--- src/rtl/cpu_pkg.sv ---
// Shared definitions for the memory-stage load/store path.
//   mem_state_t : access FSM states (IDLE / BUSY / DONE)
//   NUM_LANES, VEC_W, WORD_W, OFF_W : byte-lane geometry of a data word
//   BE_WORD, BE_BYTE0 : byte-enable patterns for word and byte-0 accesses
package cpu_pkg;

  localparam int NUM_LANES = 4;
  localparam int VEC_W     = 8;
  localparam int WORD_W    = NUM_LANES * VEC_W;
  localparam int OFF_W     = 2;

  typedef enum logic [1:0] {
    IDLE = 2'd0,
    BUSY = 2'd1,
    DONE = 2'd2
  } mem_state_t;

  localparam logic [NUM_LANES-1:0] BE_WORD  = 4'hF;
  localparam logic [NUM_LANES-1:0] BE_BYTE0 = 4'h1;

endpackage

--- src/rtl/ldr_byte_lane.sv ---
// Byte-lane steering shared by the request and load-return paths, so the
// byte a store writes and the byte a load extracts always agree.
//   byte_op    : byte access (else full word)
//   off        : byte offset within the word (addr[1:0])
//   store_data : register value to store
//   rdata      : word returned by memory
//   be         : byte enables for the request
//   wdata      : write data (byte accesses replicate the low byte to all lanes)
//   load_data  : word load or zero-extended selected byte
module ldr_byte_lane
  import cpu_pkg::*;
(
  input  logic                 byte_op,
  input  logic [OFF_W-1:0]     off,
  input  logic [WORD_W-1:0]    store_data,
  input  logic [WORD_W-1:0]    rdata,
  output logic [NUM_LANES-1:0] be,
  output logic [WORD_W-1:0]    wdata,
  output logic [WORD_W-1:0]    load_data
);

  logic [NUM_LANES-1:0][VEC_W-1:0] wd_lanes;
  logic [NUM_LANES-1:0][VEC_W-1:0] rd_lanes;

  assign rd_lanes = rdata;

  for (genvar i = 0; i < NUM_LANES; i++) begin : g_lane
    // Replicating the byte means memory picks it up from whichever lane is enabled.
    assign wd_lanes[i] = byte_op ? store_data[VEC_W-1:0] : store_data[i*VEC_W +: VEC_W];
  end

  assign wdata     = wd_lanes;
  assign be        = byte_op ? (BE_BYTE0 << off) : BE_WORD;
  assign load_data = byte_op ? {{(WORD_W-VEC_W){1'b0}}, rd_lanes[off]} : rdata;

endmodule

--- src/rtl/ldr_mem_access_unit.sv ---
// Memory-stage access unit: takes one decoded LDR/STR(B), issues a single
// req/ack transaction to data memory, stalls upstream while it is
// outstanding, and returns aligned load data with a one-cycle ldr_valid.
//   clk, rst_n      : clock; rst_n is a synchronous active-HIGH reset
//   valid_in, is_load, is_store, byte_op, addr, store_data, flush : op from execute
//   mem_req/we/addr/be/wdata, mem_ack, mem_rdata : data memory handshake
//   stall           : hold upstream (combinational)
//   ldr_valid, ldr_data : load result to writeback
//   mem_err         : one-cycle pulse when a request times out
module ldr_mem_access_unit
  import cpu_pkg::*;
#(
  parameter int unsigned MAX_WAIT = 16
) (
  input  logic                 clk,
  input  logic                 rst_n,
  input  logic                 valid_in,
  input  logic                 is_load,
  input  logic                 is_store,
  input  logic                 byte_op,
  input  logic [WORD_W-1:0]    addr,
  input  logic [WORD_W-1:0]    store_data,
  input  logic                 flush,
  output logic                 mem_req,
  output logic                 mem_we,
  output logic [WORD_W-1:0]    mem_addr,
  output logic [NUM_LANES-1:0] mem_be,
  output logic [WORD_W-1:0]    mem_wdata,
  input  logic                 mem_ack,
  input  logic [WORD_W-1:0]    mem_rdata,
  output logic                 stall,
  output logic                 ldr_valid,
  output logic [WORD_W-1:0]    ldr_data,
  output logic                 mem_err
);

  localparam logic [7:0] WAIT_LAST = 8'(MAX_WAIT - 1);

  mem_state_t state, state_nxt;

  logic             accept, busy, timeout;
  logic [7:0]       wait_cnt;
  logic             ld_q, byte_q, squash_q;
  logic [OFF_W-1:0] off_q;

  logic                 lane_byte;
  logic [OFF_W-1:0]     lane_off;
  logic [NUM_LANES-1:0] lane_be;
  logic [WORD_W-1:0]    lane_wdata, lane_load;

  assign accept  = valid_in & (is_load ^ is_store) & ~flush;
  assign busy    = (state == BUSY);
  // Ack in the same cycle wins over the timeout.
  assign timeout = busy & ~mem_ack & (wait_cnt == WAIT_LAST);

  // Request fields are only built outside BUSY and load bytes only extracted
  // in BUSY, so one lane block serves both by switching its controls.
  assign lane_byte = busy ? byte_q : byte_op;
  assign lane_off  = busy ? off_q  : addr[OFF_W-1:0];

  ldr_byte_lane u_lane (
    .byte_op    (lane_byte),
    .off        (lane_off),
    .store_data (store_data),
    .rdata      (mem_rdata),
    .be         (lane_be),
    .wdata      (lane_wdata),
    .load_data  (lane_load)
  );

  always_ff @(posedge clk) begin
    if (rst_n) state <= IDLE;
    else       state <= state_nxt;
  end

  always_comb begin
    state_nxt = state;
    stall     = 1'b0;
    case (state)
      IDLE, DONE: begin
        stall     = accept;
        state_nxt = accept ? BUSY : IDLE;
      end
      BUSY: begin
        stall = 1'b1;
        if (mem_ack)      state_nxt = DONE;
        else if (timeout) state_nxt = IDLE;
      end
      default: state_nxt = IDLE;
    endcase
  end

  always_ff @(posedge clk) begin
    if (rst_n) begin
      mem_req   <= 1'b0;
      mem_we    <= 1'b0;
      mem_addr  <= '0;
      mem_be    <= '0;
      mem_wdata <= '0;
      ldr_valid <= 1'b0;
      ldr_data  <= '0;
      mem_err   <= 1'b0;
      wait_cnt  <= '0;
      ld_q      <= 1'b0;
      byte_q    <= 1'b0;
      off_q     <= '0;
      squash_q  <= 1'b0;
    end else begin
      ldr_valid <= 1'b0;
      mem_err   <= 1'b0;
      if (!busy && accept) begin
        mem_req   <= 1'b1;
        mem_we    <= is_store;
        mem_addr  <= {addr[WORD_W-1:OFF_W], {OFF_W{1'b0}}};
        mem_be    <= lane_be;
        mem_wdata <= lane_wdata;
        ld_q      <= is_load;
        byte_q    <= byte_op;
        off_q     <= addr[OFF_W-1:0];
        squash_q  <= 1'b0;
        wait_cnt  <= '0;
      end else if (busy) begin
        // A squashed request still has to complete; only its result is dropped.
        if (flush) squash_q <= 1'b1;
        if (mem_ack) begin
          mem_req <= 1'b0;
          if (ld_q && !squash_q && !flush) begin
            ldr_valid <= 1'b1;
            ldr_data  <= lane_load;
          end
        end else if (timeout) begin
          mem_req <= 1'b0;
          mem_err <= 1'b1;
        end else begin
          wait_cnt <= wait_cnt + 8'd1;
        end
      end
    end
  end

endmodule

--- config.mk ---
export PLATFORM = sky130hd
export DESIGN_NAME = ldr_mem_access_unit
export DESIGN_NICKNAME = d
export VERILOG_FILES = /design/src/rtl/cpu_pkg.sv /design/src/rtl/ldr_byte_lane.sv /design/src/rtl/ldr_mem_access_unit.sv
export SDC_FILE = /design/constraint.sdc
export NUM_CORES = 1
export LEC_CHECK = 0
export CORE_MARGIN = 1
export CORE_UTILIZATION = 45
export CTS_CLUSTER_SIZE = 10
export DETAILED_ROUTE_END_ITERATION = 16
export PLACE_DENSITY = 0.82
export SLEW_MARGIN = 0
export SYNTH_ARGS = -nofsm -noshare
export SYNTH_HDL_FRONTEND = slang
export SYNTH_HIERARCHICAL = 1
export SYNTH_SLANG_ARGS = --single-unit
--- constraint.sdc ---
create_clock -name clk -period 3.05 [get_ports clk]
set_input_delay 0.4575 -clock clk [delete_from_list [all_inputs] [get_ports clk]]
set_output_delay 0.4575 -clock clk [all_outputs]
set_load 0.02 [all_outputs]
==> results of run 1 <==
power by group through the flow:
stage	sequential (mW)	combinational (mW)	clock (mW)
floorplan	1.67	0.321	0
finish	1.59	0.678	2.02
CTS	1.59	0.669	2.05
detailed placement	1.63	0.665	0
global route	1.60	0.718	2.12
global placement	1.62	0.651	0
metal layers:
| layer | GRT usage [%] | up-vias | share of wire (%) |
|---|---|---|---|
| met3 | 7.59 | 50 | 7.8 |
| met5 | 0 | - | 0 |
| met1 | 33.6 | 3048 | 41 |
| met2 | 47.1 | 320 | 49 |
| li1 | - | 2915 | - |
| met4 | 14.1 | 0 | 3.0 |
cells in the mapped netlist, drive strengths merged, types with 2 or more instances:
master  number  share of area (%)
nor3b        2               0.26
a21oi      109                9.5
nor2         2               0.13
dfxtp      117                 41
clkbuf      57                3.8
a21o         7               0.92
or3          2               0.22
a311oi       2               0.31
buf         38                4.0
o311ai       4               0.61
o21ai       61                5.5
nand2b       3               0.33
nor4         2               0.22
a311o        2               0.37
o22ai        7               0.76
nor2b       26                2.8
mux2i       10                1.7
nand3       35                3.1
nor3         2               0.17
o31ai       72                9.5
or4          2               0.33
inv         26                1.7
nand4       72                7.9
nand2       32                2.1
cell type report:
class                           instances  area (um^2)  share of cell area (%)
Multi-Input combinational cell        471         2900                    34.5
Sequential cell                       117         2340                    27.8
Timing Repair Buffer                  226         2260                    26.9
Clock buffer                           23          478                    5.68
Tap cell                              168          210                    2.50
Clock inverter                          9          125                    1.49
Inverter                               26         97.6                    1.16
worst max-delay path, delay by kind of cell:
| kind | cells | cell delay (ns) |
|---|---|---|
| xor gates and xnor gates | 1 | 0.18 |
| buffers and inverters | 2 | 1.14 |
| and+or+nand+nor | 2 | 0.44 |
worst paths after layout:
kind / to / depth (start not counted) / slack [ns]
max: stall / 5 / 0.36
min: mem_wdata[27]$_SDFFE_PP0P_ / 2 / 0.47
min reg2reg: mem_wdata[27]$_SDFFE_PP0P_ / 2 / 0.47
max reg2reg: ldr_data[2]$_SDFFE_PP0P_ / 8 / 0.47
registers in the layout (all words and copies together), names as in the netlist:
signal / flops
byte_q: 1
ld_q: 1
ldr_data: 32
ldr_valid: 1
mem_addr: 30
mem_be: 4
mem_err: 1
mem_req: 1
mem_wdata: 32
mem_we: 1
off_q: 2
squash_q: 1
state: 2
wait_cnt: 8
logic make-up after synthesis:
kind of cell / after synthesis / share of synthesized area [%]
flops: 117 / 40.9
buf+inv: 121 / 9.49
fa+ha+maj: 1 / 0.218
xor+xnor: 2 / 0.568
other cells: 1 / 0.0654
simple gates: 188 / 18.7
mux: 11 / 1.94
compound gates: 267 / 28.2
==> out/qor.csv, run 1 <==
stage,metric,value,unit
run_status,run_status,"complete, no violations",
critical_path,cp.required,2.59,ns
pwr,total_switching_power,1.08,mW
synthesis,synth_area,5730,um^2
drt,antenna_violating_nets_post_route,0,
synthesis,part_of_the_yosys_area_used_for_sequential_elements,40.9,%
worst_hold_path,timing.hold.worst.start,mem_wdata[27]$_SDFFE_PP0P_,
synthesis,asyncSetResetFlopFracSynth,0,%
critical_path,critical_path.reg2reg.startpoint,state[0]$_SDFFE_PP0P_,
clocking,cts_setup_buffers,0,
pwr,sequentialPowerShare,37.2,%
floorplan,floorplan.die.height,115,um
synthesis,synth_area_per_cell,8.10,um^2
pwr,power_density,510,nW/um^2
clocking,clk_pin_slew_worst_paths,0.05,ns
global_routing,grt_max_degree,77,
drt,wirelength,19.0,mm
sta,min_period_over_period,88.1,%
global_routing,grt_pass1_wl,29.2,mm
global_routing,first_global_vias,6050,
sta,fin_skew,0.00742,ns
final_layout,final_cells,1040,
clocking,cts_hold_buffers,0,
synthesis,ys_seq_elements,117,
critical_path,crit_path_start,is_load,
placement,gp_routability_congestion,0.871,
clocking,tritoncts_num_sinks,117,
critical_path,critPathCaptureType,primary output,
critical_path,crit_path_max_fanout,2,
drt,via_per_inst,6.09,
critical_path,startpoint_type,input port,
placement,pre_cts_ws,0.351,ns
critical_path,path_class,in2out,
final_layout,final_cell_mix,"sky130_fd_sc_hd__clkdlybuf4s50_1 (205), sky130_fd_sc_hd__dfxtp_1 (117), sky130_fd_sc_hd__a21oi_1 (109)",
sta,clock.fmax,0.372,GHz
sta,setup_violations,0,
final_layout,final_core_utilization,68.9,%
drt,drc_errors,0,
sta,layout_setup_ws,0.364,ns
pwr,share_of_total_power_in_combinational_logic,15.8,%
synthesis,synth_enable_flop_cells,0,
critical_path,critical_path_cell_by_cell,clkdlybuf4s50_1 -> xnor2_4 -> or3_1 -> nand2_1 -> clkdlybuf4s50_1,
global_routing,initial_antenna_violation_count,0,
flow_run,max_cap_viols,0,
clocking,clock_path_buffers,2,
final_layout,design.final.nets,964,
final_layout,layout_commonest_cell,sky130_fd_sc_hd__clkdlybuf4s50_1,
synthesis,yosys_warnings,6,
final_layout,final_cell_area,8410,um^2
drt,dr.first_iter.drc_count,696,
global_routing,grt_overflow_total,0,
pwr,cellLeakagePower,2.95,nW
floorplan,num_rows,40,
final_layout,diodes,0,
critical_path,arrival,2.23,ns
sta,post_layout_min_period,2.69,ns
floorplan,die_width,115,um
clocking,ctsHtreeMaxLevel,4,
placement,placed_cells,1008,
sta,grt_setup_unrepaired,false,
synthesis,netlist_instances,708,
floorplan,core,12200,um^2
synthesis,most_instantiated_flip_flop_cell_in_the_synthesis_netlist,sky130_fd_sc_hd__dfxtp_1,
floorplan,floorplan.die_area,13200,um^2
critical_path,worst_path_max_delay_cell,sky130_fd_sc_hd__clkdlybuf4s50_1,
placement,placement.io_buffers,206,
floorplan,boundaryPins,209,
drt,firstDrtPassIters,5,
drt,detail_route.wl_per_cell,18.3,um
clocking,cts_inserted_buffers,17,
sta,fin_tns_setup,0,ns
final_layout,final.fill_count,965,
clocking,postCtsResizedCells,0,
clocking,ctsRootBufferMaster,sky130_fd_sc_hd__clkbuf_16,
pwr,cell_internal_pwr,3.21,mW
worst_hold_path,type_of_the_tightest_min_delay_check,reg2reg,
pwr,total_power,4.29,mW
final_layout,final_layout_size_suffix_gt1_share,7.57,%
critical_path,max_stage_delay,0.63,ns
sta,timing.final.hold_violations,0,
placement,dp_hpwl,12.4,mm
global_routing,grt_usage,28.3,%
sta,fin_worst_hold_slack,0.468,ns
placement,placed_cell_area,7810,um^2
sta,max_slew_margin,39.5,%
pwr,clkPwrFrac,47.0,%
clocking,tritoncts_clock_tree,done,
sta,slew_violations,0,
sta,slew_worst_pin,0.907,ns
clocking,worstSkewPairLatency,0.41,ns
drt,detailroute.via_count,6333,
critical_path,crit_top_cell,sky130_fd_sc_hd__clkdlybuf4s50_1,
final_layout,synthToLayoutAreaGrowth,46.7,%
synthesis,netlist-cell-type-count,49,
floorplan,initial_utilization,46.9,%
pwr,worst_vdd_ir,0.331,mV
pwr,power.switching_fraction,25.2,%
(Power assumes the default switching activity.)
==> run 2: changes to the inputs <==
--- a/config.mk
+++ b/config.mk
@@ -5,11 +5,14 @@
 export SDC_FILE = /design/constraint.sdc
 export NUM_CORES = 1
 export LEC_CHECK = 0
+export ABC_CLOCK_PERIOD_IN_PS = 3050
 export CORE_MARGIN = 1
 export CORE_UTILIZATION = 45
 export CTS_CLUSTER_SIZE = 10
 export DETAILED_ROUTE_END_ITERATION = 16
-export PLACE_DENSITY = 0.82
+export DONT_BUFFER_PORTS = 1
+export GPL_TIMING_DRIVEN = 1
+export PLACE_DENSITY = 0.61
 export SLEW_MARGIN = 0
 export SYNTH_ARGS = -nofsm -noshare
 export SYNTH_HDL_FRONTEND = slang
==> run 2 against run 1 <==
- combinational power is 46% lower
- global-route usage is 1.8 points lower
- design area is 25% lower
- core utilization is 17 points lower
- routed wire length is 8.1% lower
- clock power is 8% higher
- hold slack worse by 0.34 ns
- sequential cell count stayed put
- critical path type is now reg2out
- clock-buffer cell count is 2 higher
- critical path depth is 2 lower
- largest cell class unchanged
- sequential share of layout area is 9.2 points higher
==> out/qor.csv, run 2 (synthesis gave the netlist of run 1 again) <==
stage,metric,value,unit,change
run_status,run_status,"complete, no violations",,
floorplan,core,12200,um^2,unchanged
placement,placed_cells,797,,-21%
floorplan,floorplan.die_area,13200,um^2,unchanged
clocking,cts_inserted_buffers,17,,unchanged
worst_hold_path,type_of_the_tightest_min_delay_check,in2reg,,
global_routing,initial_antenna_violation_count,0,,unchanged
critical_path,critical_path.reg2reg.endpoint,ldr_data[6]$_SDFFE_PP0P_,,
clocking,tritoncts_num_sinks,117,,unchanged
critical_path,worst_r2r_setup_slack,0.83,ns,+0.36 ns
drt,antenna_violating_nets_post_route,0,,unchanged
floorplan,num_rows,40,,unchanged
drt,firstDrtPassIters,5,,unchanged
sta,timing.final.hold_violations,0,,unchanged
pwr,cellLeakagePower,2.17,nW,-26%
pwr,total_power,4.20,mW,-2.2%
final_layout,layout_commonest_cell,sky130_fd_sc_hd__dfxtp_1,,
critical_path,cp.required,2.59,ns,about the same
sta,clock.fmax,0.384,GHz,+3.1%
final_layout,diodes,0,,unchanged
clocking,cts_hold_buffers,0,,unchanged
worst_hold_path,timing.hold.worst.start,rst_n,,
clocking,postCtsResizedCells,0,,unchanged
global_routing,grt_usage,26.5,%,-1.8 points
global_routing,grt_max_degree,110,,+43%
sta,post_layout_min_period,2.60,ns,-0.0811 ns
placement,placement.io_buffers,0,,-100%
floorplan,die_width,115,um,unchanged
final_layout,final_layout_size_suffix_gt1_share,9.23,%,+1.7 points
floorplan,boundaryPins,209,,unchanged
drt,via_per_inst,6.42,,+5.4%
clocking,ctsHtreeMaxLevel,4,,unchanged
clocking,ctsRootBufferMaster,sky130_fd_sc_hd__clkbuf_16,,
flow_run,max_cap_viols,0,,unchanged
sta,slew_worst_pin,0.870,ns,-0.0377 ns
drt,detail_route.wl_per_cell,21.1,um,+15%
placement,pre_cts_ws,0.877,ns,+0.525 ns
drt,wirelength,17.5,mm,-8.1%
final_layout,final_cells,829,,-20%
sta,min_period_over_period,85.4,%,-2.7 points
pwr,worst_vdd_ir,0.401,mV,+21%
worst_hold_path,hold_path_depth,1,,-1
floorplan,initial_utilization,46.9,%,unchanged
final_layout,design.final.nets,753,,-22%
critical_path,startpoint_type,flip-flop,,
critical_path,arrival,2.15,ns,-0.08 ns
final_layout,final_cell_mix,"sky130_fd_sc_hd__dfxtp_1 (117), sky130_fd_sc_hd__a21oi_1 (109), sky130_fd_sc_hd__nand4_1 (72)",,
placement,dp_hpwl,11.3,mm,-8.7%
drt,detailroute.via_count,5322,,-16%
critical_path,critPathCaptureType,primary output,,
critical_path,crit_path_max_fanout,66,,+64
sta,setup_violations,0,,unchanged
global_routing,first_global_vias,4930,,-19%
clocking,clock_path_buffers,2,,unchanged
floorplan,floorplan.die.height,115,um,unchanged
placement,gp_routability_congestion,0.850,,-2.4%
critical_path,path_class,reg2out,,
sta,slew_violations,0,,unchanged
drt,dr.first_iter.drc_count,409,,-41%
clocking,worstSkewPairLatency,0.41,ns,about the same
critical_path,timing.reg2reg.worst_path_depth,8,,unchanged
global_routing,grt_pass1_wl,26.9,mm,-8.1%
sta,fin_skew,0.00989,ns,+0.00247 ns
clocking,tritoncts_clock_tree,done,,
clocking,cts_setup_buffers,0,,unchanged
critical_path,critical_path.reg2reg.startpoint,state[1]$_SDFFE_PP0P_,,
final_layout,largest_registers,"ldr_data x32, mem_wdata x32, mem_addr x30",,
worst_hold_path,endpoint_of_the_worst_hold_path,ldr_data[16]$_SDFFE_PP0P_,,
global_routing,grt_overflow_total,0,,unchanged
pwr,power_density,664,nW/um^2,+30%
drt,drc_errors,0,,unchanged
sta,layout_setup_ws,0.446,ns,+0.0811 ns
sta,fin_tns_setup,0,ns,unchanged
final_layout,synthToLayoutAreaGrowth,10.2,%,
sta,grt_setup_unrepaired,false,,
sta,max_slew_margin,42.0,%,+2.5 points
clocking,clk_pin_slew_worst_paths,0.05,ns,about the same
==> run 2: changes by cell type in the layout (fill, tap and decap cells not counted), sizes merged <==
cell           previous run  this run
clkbuf                   23        25
buf                      21        15
bufinv                    3         4
clkinv                    4         1
clkdlybuf4s50           205         0
==> run 2: layout make-up <==
cell class              count  area (um^2)
repair buffers             15          113
clock buffers              25          515
flip-flops and latches    117         2340
fillers                  1185         5890
multi-input cells         471         2900
inverters                  26         97.6
well taps                 168          210
clock inverters             7          140
==> run 2: stage by stage <==
| stage | instance area [um^2] | utilization [%] | hold WS, ns |
|---|---|---|---|
| after detailed placement | 5660 | 46.4 | 0.465 |
| after CTS | 6320 | 51.7 | 0.0993 |
| final | 6320 | 51.7 | 0.124 |
| after global placement | 5660 | 46.4 | 0.448 |
| after global routing | 6320 | 51.7 | 0.0978 |
| after floorplan | 5740 | - | 0.449 |
==> run 2: worst max-delay path, cell delays in order, from the launching register on <==
cell and delay, ns:
sky130_fd_sc_hd__dfxtp_1 0.43, sky130_fd_sc_hd__nand2b_2 0.34, sky130_fd_sc_hd__buf_4 0.60, sky130_fd_sc_hd__nand2_1 0.32
==> run 2: metal layers <==
| metal | up-vias | wire length [um] | GRT usage, % |
|---|---|---|---|
| met2 | 257 | 8160 | 41.6 |
| met4 | 0 | 409 | 10.3 |
| met5 | - | 0 | 0 |
| met1 | 2543 | 6890 | 31.7 |
| li1 | 2496 | - | - |
| met3 | 26 | 2010 | 11.7 |
==> run 2: how the worst max path moves through the flow <==
stage | from | endpoint | slack [ns] | depth (start not counted)
6_report | state[1]$_SDFFE_PP0P_ | stall | 0.45 | 3
5_1_grt | state[1]$_SDFFE_PP0P_ | stall | 0.30 | 3
4_1_cts | state[1]$_SDFFE_PP0P_ | stall | 0.45 | 3
3_5_place_dp | state[1]$_SDFFE_PP0P_ | ldr_data[2]$_SDFFE_PP0P_ | 0.88 | 8
3_3_place_gp | state[1]$_SDFFE_PP0P_ | stall | 0.94 | 3
2_1_floorplan | state[0]$_SDFFE_PP0P_ | ldr_data[1]$_SDFFE_PP0P_ | 0.99 | 12
==> run 2: power breakdown <==
group / switching, mW / internal [mW] / leakage [nW]
clock network: 0.689 / 1.50 / 0.316
registers: 0.0749 / 1.57 / 0.947
logic: 0.254 / 0.111 / 0.909
==> run 3: changes to the inputs <==
--- a/config.mk
+++ b/config.mk
@@ -5,14 +5,14 @@
 export SDC_FILE = /design/constraint.sdc
 export NUM_CORES = 1
 export LEC_CHECK = 0
-export ABC_CLOCK_PERIOD_IN_PS = 3050
-export CORE_MARGIN = 1
+export ABC_CLOCK_PERIOD_IN_PS = 2200
+export CORE_MARGIN = 5
 export CORE_UTILIZATION = 45
 export CTS_CLUSTER_SIZE = 10
 export DETAILED_ROUTE_END_ITERATION = 16
 export DONT_BUFFER_PORTS = 1
 export GPL_TIMING_DRIVEN = 1
-export PLACE_DENSITY = 0.61
+export PLACE_DENSITY = 0.63
 export SLEW_MARGIN = 0
 export SYNTH_ARGS = -nofsm -noshare
 export SYNTH_HDL_FRONTEND = slang
==> constraint.sdc (replaced) <==
create_clock -name clk -period 2.2 [get_ports clk]
set_input_delay 0.33 -clock clk [delete_from_list [all_inputs] [get_ports clk]]
set_output_delay 0.33 -clock clk [all_outputs]
set_load 0.02 [all_outputs]
==> run 3 against run 2 <==
- total power grew 39%
- register-to-register slack lost 0.64 ns
- critical path type unchanged
- critical endpoint unchanged
- core utilization shrank 0.41 points
- routed wire length grew 4.8%
- largest cell class unchanged
==> out/qor.csv, run 3 (synthesis gave the netlist of run 1 again) <==
stage,metric,value,unit,change
run_status,run_status,"complete, no violations",,
pwr,share_of_total_power_in_combinational_logic,9.5,%,+0.8 points
drt,via_per_inst,6.44,,+0.35%
final_layout,largest_registers,"ldr_data x32, mem_wdata x32, mem_addr x30",,
critical_path,critPathCaptureType,primary output,,
placement,pre_cts_ws,0.0887,ns,-0.788 ns
drt,antenna_violating_nets_post_route,0,,unchanged
pwr,cellLeakagePower,2.25,nW,+3.8%
pwr,clkPwrFrac,51.3,%,-0.8 points
floorplan,boundaryPins,209,,unchanged
drt,wirelength,18.3,mm,+4.8%
pwr,power_density,903,nW/um^2,+36%
floorplan,die_width,123,um,+7.0%
pwr,total_power,5.82,mW,+39%
global_routing,grt_usage,23.3,%,-3.1 points
floorplan,core,12600,um^2,+2.9%
sta,min_period_over_period,92.4,%,
flow_run,max_cap_viols,0,,unchanged
sta,fin_tns_setup,0,ns,unchanged
clocking,worstSkewPairLatency,0.41,ns,about the same
clocking,ctsHtreeMaxLevel,4,,unchanged
sta,layout_setup_ws,0.166,ns,-0.279 ns
global_routing,initial_antenna_violation_count,0,,unchanged
placement,dp_hpwl,11.9,mm,+5.4%
clocking,clk_pin_slew_worst_paths,0.05,ns,about the same
sta,fin_skew,0.00519,ns,-0.00470 ns
placement,gp_routability_congestion,0.880,,+3.6%
sta,post_layout_min_period,2.03,ns,
floorplan,num_rows,41,,+2.5%
critical_path,crit_path_max_fanout,35,,-47%
floorplan,floorplan.die.height,123,um,+7.0%
drt,detail_route.wl_per_cell,21.7,um,+3.0%
sta,max_slew_margin,43.4,%,+1.4 points
global_routing,grt_pass1_wl,27.4,mm,+2.1%
critical_path,arrival,1.70,ns,-0.45 ns
sta,setup_violations,0,,unchanged
floorplan,initial_utilization,45.6,%,-1.3 points
final_layout,diodes,0,,unchanged
sta,slew_worst_pin,0.848,ns,-0.0214 ns
global_routing,grt_overflow_total,0,,unchanged
clocking,tritoncts_num_sinks,117,,unchanged
clocking,clock_path_buffers,2,,unchanged
drt,firstDrtPassIters,5,,unchanged
clocking,cts_inserted_buffers,17,,unchanged
clocking,tritoncts_clock_tree,done,,
pwr,sequentialPowerShare,39.2,%,about the same
sta,fin_worst_hold_slack,0.0652,ns,-0.0587 ns
sta,timing.final.hold_violations,0,,unchanged
pwr,worst_vdd_ir,0.482,mV,+20%
final_layout,layout_commonest_cell,sky130_fd_sc_hd__dfxtp_1,,
final_layout,synthToLayoutAreaGrowth,12.5,%,
worst_hold_path,type_of_the_tightest_min_delay_check,in2reg,,
drt,dr.first_iter.drc_count,462,,+13%
floorplan,floorplan.die_area,15100,um^2,+14%
drt,detailroute.via_count,5431,,+2.0%
clocking,ctsRootBufferMaster,sky130_fd_sc_hd__clkbuf_16,,
sta,grt_setup_unrepaired,false,,
pwr,total_switching_power,1.45,mW,+42%
final_layout,final_layout_size_suffix_gt1_share,9.99,%,+0.76 points
final_layout,final_cell_area,6450,um^2,+2.1%
final_layout,design.final.nets,764,,+1.5%
sta,clock.fmax,0.492,GHz,
global_routing,first_global_vias,5020,,+1.8%
critical_path,startpoint_type,flip-flop,,
placement,placement.io_buffers,0,,unchanged
final_layout,final_cell_mix,"sky130_fd_sc_hd__dfxtp_1 (117), sky130_fd_sc_hd__a21oi_1 (109), sky130_fd_sc_hd__nand4_1 (72)",,
pwr,cell_internal_pwr,4.38,mW,+38%
global_routing,grt_max_degree,99,,-10%
sta,slew_violations,0,,unchanged
drt,drc_errors,0,,unchanged
critical_path,path_class,reg2out,,
clocking,cts_setup_buffers,0,,unchanged
pwr,power.switching_fraction,24.8,%,+0.57 points
critical_path,cp.required,1.87,ns,-0.72 ns
placement,placed_cell_area,5700,um^2,+0.71%
## run 3: changes by cell type in the layout (fill, tap and decap cells not counted), sizes merged
cell         previous run  this run
clkinv                  1         4
dlygate4sd3             0         7
clkinvlp                2         1
buf                    15        19
clkbuf                 25        22
## run 3: layout make-up
cell class	instances	area, um^2
Clock buffer	22	494
Clock inverter	9	148
Fill cell	1220	6120
Inverter	26	97.6
Multi-Input combinational cell	471	2910
Sequential cell	117	2340
Tap cell	172	215
Timing Repair Buffer	26	249
## run 3: what timing repair did
item,in CTS,in global routing
gates resized for setup,0,3
endpoints found under the setup margin,0,11
endpoints found under the hold margin,104,0
hold buffers,8,0
## run 3: worst paths after layout
check	cells after the start	startpoint	slack, ns	to
max	3	state[1]$_SDFFE_PP0P_	0.17	stall
min	2	addr[31]	0.07	mem_addr[31]$_SDFFE_PP0P_
max reg2reg	8	state[0]$_SDFFE_PP0P_	0.19	ldr_data[16]$_SDFFE_PP0P_
min reg2reg	2	byte_q$_SDFFE_PP0P_	0.49	byte_q$_SDFFE_PP0P_
## run 3: stage by stage
step,instances,utilization [%]
2_1_floorplan,709,-
3_3_place_gp,804,45.4
3_5_place_dp,804,45.4
4_1_cts,843,51.3
5_1_grt,843,51.3
6_report,843,51.3
## run 3: power by group through the flow
stage	logic, mW	clock network [mW]	registers (mW)
5_1_grt	0.598	3.15	2.29
3_5_place_dp	0.502	0	2.33
4_1_cts	0.543	3.04	2.29
6_report	0.554	2.99	2.28
3_3_place_gp	0.490	0	2.33
2_1_floorplan	0.445	0	2.31
## run 3: worst max-delay path, stage by stage, from the launching register on
cell	delay [ns]
sky130_fd_sc_hd__dfxtp_1	0.43
sky130_fd_sc_hd__nand2b_2	0.25
sky130_fd_sc_hd__buf_4	0.36
sky130_fd_sc_hd__nand2_1	0.25
## run 3: routing by layer
metal,vias up,routed length (um),GRT usage (%)
li1,2519,-,-
met1,2598,7090,28.4
met2,277,8320,35.2
met3,37,2480,11.9
met4,0,418,8.96
met5,-,0,0
